`config.mk`:
```
export PLATFORM = sky130hd
export DESIGN_NAME = conv_phase_sequencer
export DESIGN_NICKNAME = d
export VERILOG_FILES = /design/src/rtl/conv_phase_sequencer_pkg.sv /design/src/rtl/conv_phase_sequencer_phase_timer.sv /design/src/rtl/conv_phase_sequencer.sv
export SDC_FILE = /design/constraint.sdc
export NUM_CORES = 1
export LEC_CHECK = 0
export BUFFER_PORTS_ARGS = -buffer_cell sky130_fd_sc_hd__buf_2
export CELL_PAD_IN_SITES_DETAIL_PLACEMENT = 1
export CELL_PAD_IN_SITES_GLOBAL_PLACEMENT = 2
export CORE_ASPECT_RATIO = 0.7
export CORE_UTILIZATION = 29
export CTS_BUF_LIST = sky130_fd_sc_hd__clkbuf_2
export CTS_CLUSTER_SIZE = 16
export DETAILED_ROUTE_END_ITERATION = 16
export PLACE_DENSITY = 0.88
export SYNTH_ARGS = -nofsm -noshare
export SYNTH_HDL_FRONTEND = slang
export SYNTH_SLANG_ARGS = --single-unit
```
`constraint.sdc`:
```
create_clock -name clk -period 2.2 [get_ports clk]
set_clock_uncertainty 0.05 [all_clocks]
set_input_delay 0.22 -clock clk [delete_from_list [all_inputs] [get_ports clk]]
set_output_delay 0.22 -clock clk [all_outputs]
set_load 0.1 [all_outputs]
```
`src/rtl/conv_phase_sequencer_pkg.sv`:
```
// conv_phase_sequencer_pkg: shared state encoding, default phase lengths and counter-width helper
package conv_phase_sequencer_pkg;
  typedef enum logic [2:0] {IDLE, LOAD, MULT, ADD, STORE, FINISH} state_t;
  localparam int LOAD_CYC_D = 2;
  localparam int MULT_CYC_D = 16;
  localparam int ADD_LEVELS_D = 4;
  localparam int ADD_CYC_D = 8;
  localparam int NUM_OUT_D = 256;
  function automatic int cw(input int n);
    return n <= 1 ? 1 : $clog2(n);
  endfunction
endpackage

```
`src/rtl/conv_phase_sequencer_phase_timer.sv`:
```
// conv_phase_sequencer_phase_timer: down-counter loaded with (len-1), expire while it sits at 0
module conv_phase_sequencer_phase_timer #(
  parameter int W = 4
) (
  input  logic         clk,
  input  logic         reset,
  input  logic         load,
  input  logic [W-1:0] len,
  output logic         expire
);
  logic [W-1:0] cnt;
  always_ff @(posedge clk)
    if (reset) cnt <= '0;
    else if (load) cnt <= len;
    else if (cnt != '0) cnt <= cnt - 1'b1;
  assign expire = cnt == '0;
endmodule

```
`src/rtl/conv_phase_sequencer.sv`:
```
// conv_phase_sequencer: sequences convolution windows LOAD -> MULT -> ADD levels -> STORE with stall and abort
module conv_phase_sequencer
  import conv_phase_sequencer_pkg::*;
#(
  parameter int RAM_ADDR_W = 10,
  parameter int ROM_ADDR_W = 4,
  parameter int LOAD_CYC   = LOAD_CYC_D,
  parameter int MULT_CYC   = MULT_CYC_D,
  parameter int ADD_LEVELS = ADD_LEVELS_D,
  parameter int ADD_CYC    = ADD_CYC_D,
  parameter int NUM_OUT    = NUM_OUT_D
) (
  input  logic                         clk,
  input  logic                         reset,
  input  logic                         start,
  input  logic                         abort,
  input  logic                         fifo_full,
  output logic                         busy,
  output logic                         done,
  output logic                         ram_en,
  output logic [RAM_ADDR_W-1:0]        ram_addr,
  output logic                         rom_en,
  output logic [ROM_ADDR_W-1:0]        rom_addr,
  output logic                         mult_en,
  output logic [ADD_LEVELS-1:0]        add_level_en,
  output logic                         fifo_wr,
  output logic                         fifo_rd,
  output logic [$clog2(NUM_OUT+1)-1:0] out_idx
);
  localparam int OW = $clog2(NUM_OUT + 1);
  localparam int LW = cw(ADD_LEVELS);
  localparam int TMAX = LOAD_CYC > MULT_CYC ? (LOAD_CYC > ADD_CYC ? LOAD_CYC : ADD_CYC)
                                            : (MULT_CYC > ADD_CYC ? MULT_CYC : ADD_CYC);
  localparam int TW = cw(TMAX);
  state_t state, state_n;
  logic [LW-1:0] lvl;
  logic [OW-1:0] nxt_idx;
  logic [TW-1:0] len;
  logic expire, last_lvl, wr, load, clr;
  assign nxt_idx  = out_idx + OW'(1);
  assign last_lvl = lvl == LW'(ADD_LEVELS - 1);
  assign wr       = state == STORE && !fifo_full && !abort;
  assign clr      = (abort && state != IDLE) || (state == IDLE && start && !abort);
  always_comb begin
    state_n = state;
    case (state)
      IDLE:    state_n = start ? LOAD : IDLE;
      LOAD:    state_n = expire ? MULT : LOAD;
      MULT:    state_n = expire ? ADD : MULT;
      ADD:     state_n = expire && last_lvl ? STORE : ADD;
      STORE:   state_n = fifo_full ? STORE : nxt_idx == OW'(NUM_OUT) ? FINISH : LOAD;
      default: state_n = IDLE;
    endcase
    if (abort) state_n = IDLE;
  end
  // Timer reloads on every timed-phase entry and on each adder-level step
  assign load = (state_n != state && (state_n == LOAD || state_n == MULT || state_n == ADD))
             || (state == ADD && expire && !last_lvl);
  assign len  = state_n == LOAD ? TW'(LOAD_CYC - 1) : state_n == MULT ? TW'(MULT_CYC - 1) : TW'(ADD_CYC - 1);
  conv_phase_sequencer_phase_timer #(.W(TW)) phase_timer (
    .clk(clk), .reset(reset), .load(load), .len(len), .expire(expire)
  );
  always_ff @(posedge clk)
    if (reset) begin
      state    <= IDLE;
      ram_addr <= '0;
      rom_addr <= '0;
      out_idx  <= '0;
      lvl      <= '0;
      fifo_wr  <= 1'b0;
    end else begin
      state   <= state_n;
      fifo_wr <= wr;
      if (clr) begin
        ram_addr <= '0;
        rom_addr <= '0;
        out_idx  <= '0;
        lvl      <= '0;
      end else begin
        if (state == LOAD) begin
          ram_addr <= ram_addr + 1'b1;
          rom_addr <= rom_addr + 1'b1;
        end
        if (state == STORE && state_n == LOAD) rom_addr <= '0;
        if (wr) out_idx <= nxt_idx;
        if (state == ADD && expire) lvl <= last_lvl ? '0 : lvl + 1'b1;
      end
    end
  assign busy         = state != IDLE;
  assign ram_en       = state == LOAD;
  assign rom_en       = state == LOAD;
  assign mult_en      = state == MULT;
  assign add_level_en = state == ADD ? ADD_LEVELS'(1) << lvl : '0;
  assign done         = state == FINISH;
  assign fifo_rd      = state == FINISH;
endmodule
```
==> impl_metrics.ini <==
[hold_path]
holdCritStartpoint = abort
min_path_type = in2reg

[power]
leakage_nw = 0.9994
power.total_mw = 1.531
peakVddDrop_mv = 0.1874
p_per_area_nw_per_um2 = 646.5

[setup_path]
required_ns = 2.45
cp_slowest_cell = a311o_1
worstSetupEndpointType = flop
crit_top_cell = a311o_1
cp_num_buf_inv = 1
worstPathMaxFanout = 6
crit_path_start_kind = flop
critical_path_class = reg2reg
crit_family = compound AO/OA/AOI/OAI gates
max_stage_delay_ns = 0.40
arrival_ns = 2.48
startpoint = phase_timer.cnt[0]$_SDFFE_PP0P_
r2r-start = phase_timer.cnt[0]$_SDFFE_PP0P_
crit_chain = inv_2 -> ha_4 -> nor3b_4 -> nand4b_1 -> a311o_1 -> o21a_1 -> a311o_1 -> a21o_1

[clock_tree]
clk_pin_slew_ns = 0.19
cts_buffer_depth = 2
cts-root-buf = clkbuf_2
cts_tree = built
cts_max_level = 2
worstSkewPairLatency_ns = 0.38
clock-sinks = 33
numCtsBuffers = 5
holdBufCountCts = 0

[global_route]
grt_pass1_wl_um = 8017
grt_max_degree = 14
antenna_found_initial = 0
grt_pass1_vias = 1588
gr-total-overflow = 0
grt_use_total = 0.1541

[die]
num_rows = 23
die_w_um = 97.09
die_h_um = 68.56
floorplan.initialDensity = 0.3111
ios = 39
dieArea_um2 = 6656
core_region_area_um2 = 5899

[yosys]
synth_edf_count = 0
ys_warn_count = 0
synth_cell_types = 47
yosys.area.top_type = dfxtp_1
ys_top_cells_by_area = dfxtp_1, nor2_1, ha_1
synth.most_common_cell = nor2_1
synth_cells = 223
syn-num-nets = 237
async_flop_share = 0
ys_seq_area_frac = 0.3599
synth_commonest_cells = nor2_1, dfxtp_1, nand2_1, xor2_1
ys.flop_type = dfxtp_1
synth_seq_cells = 33
syn-cell-area_um2 = 1836
post-synth-top-area-fraction = 0.3599
postSynthAreaPerCell_um2 = 8.231

[timing]
rsz0062_at_grt = yes
setup_slack_ns = -0.03857
timing.hold.ws_ns = 0.07357
tns_ns = -0.06503
hold_violations = 0
worstMarginPinSlew_ns = 0.4961
min_period_ns = 2.239
fmax_ghz = 0.4467
period_share = 1.018
report.final.slew_viol_count = 0
slew_headroom = 0.6715
setup-violations-final = 3

[detailed_routing]
vias_per_cell = 4.963
vias = 1737
drt-total-wl_um = 4996
drtIter0Drc = 25
firstDrtPassIters = 4
routedWlPerCell_um = 14.27
antenna_left = 0
drt_drc_violations_left = 0

[cells_and_area]
area.growth.synth_to_final_pct = 29.04
drive_above_1_share = 0.3309
final_area_um2 = 2369
final_nets = 288
diodes = 0
fillers = 728

[status]
violations = setup timing
status = finished, violations left

[placed_design]
placed_cell_area_um2 = 2252
dp_hpwl_um = 3767
placement.io_buffers = 38
place.gp.congestion = 0.7557

[run]
max_cap_violations = 0
## cell usage in the layout (no fill, tap or decap), drive strengths merged, types with 2 or more instances in the layout
cell type,count
a211o,2
a211oi,2
a21o,2
a21oi,9
a311o,2
a31oi,3
and2,4
and3,3
and3b,2
buf,57
clkbuf,5
clkinv,3
dfxtp,33
ha,9
inv,6
mux2i,3
nand2,19
nand3,7
nand4,6
nor2,37
nor2b,3
nor3,4
nor3b,4
nor4,3
o21a,2
o21ai,6
or3,4
xnor2,8
xor2,12
## flip-flops by register name (all words and copies together), names as in the netlist
name	count
ram_addr	10
out_idx	9
phase_timer.cnt	4
rom_addr	4
state	3
lvl	2
fifo_wr	1
## through the flow
stage	cells	setup slack (ns)	util
final	350	-0.03857	0.4015
after floorplan	223	-0.008252	-
after detailed placement	337	-0.09401	0.3818
after global routing	350	-0.1079	0.4015
after CTS	345	0.002981	0.3919
after global placement	337	0.02034	0.3818
## final timing paths
path,to,slack (ns),cells after the start
worst max-delay path,phase_timer.cnt[2]$_SDFFE_PP0P_,-0.04,8
worst min-delay path,state[2]$_SDFF_PP0_,0.07,2
worst max register to register,phase_timer.cnt[2]$_SDFFE_PP0P_,-0.04,8
worst min register to register,lvl[1]$_SDFFE_PP0P_,0.46,2
## layer usage
| layer | part of all wire | track usage | vias to the layer above |
|---|---|---|---|
| met5 | 0 | 0 | - |
| met4 | 0.0066 | 0.04478 | 0 |
| li1 | - | - | 873 |
| met2 | 0.43 | 0.2438 | 34 |
| met1 | 0.52 | 0.2078 | 826 |
| met3 | 0.037 | 0.04234 | 4 |
## worst reg2reg max path, cell delays in order, from the launching register on
cell	delay, ns
dfxtp_2	0.38
inv_2	0.07
ha_4	0.15
nor3b_4	0.20
nand4b_1	0.14
a311o_1	0.40
o21a_1	0.18
a311o_1	0.39
a21o_1	0.20
## cell families (layout without fill, tap and decap cells)
logic type | count (synthesis) | after routing | share of synthesized area
fa+ha+maj | 9 | 9 | 0.06135
simple gates | 104 | 104 | 0.2924
compound gates | 34 | 34 | 0.1220
mux | 4 | 4 | 0.02250
buf+inv | 19 | 71 | 0.04635
xor+xnor | 20 | 20 | 0.09543
flops | 33 | 33 | 0.3599
## what timing repair did
| item | CTS | global route |
|---|---|---|
| pin swaps | 2 | 6 |
| gates resized for setup | 8 | 6 |
| endpoints found under the setup margin | 8 | 10 |
| buffers inserted | 0 | 5 |
## cell type report
cell class | instances | area, µm² | area share
well taps | 75 | 93.84 | 0.03962
clock buffers | 5 | 25.02 | 0.01057
inverters | 6 | 22.52 | 0.009509
repair buffers | 57 | 372.9 | 0.1574
multi-input cells | 171 | 1152 | 0.4865
clock inverters | 3 | 12.51 | 0.005283
flip-flops and latches | 33 | 689.4 | 0.2911
## where the power goes
part	internal (mW)	total [mW]	switching (mW)	leakage [nW]
registers	0.626	0.678	0.0521	0.274
logic	0.288	0.568	0.280	0.698
clock network	0.0696	0.285	0.216	0.0278
Power figures use the tool's default switching activity.
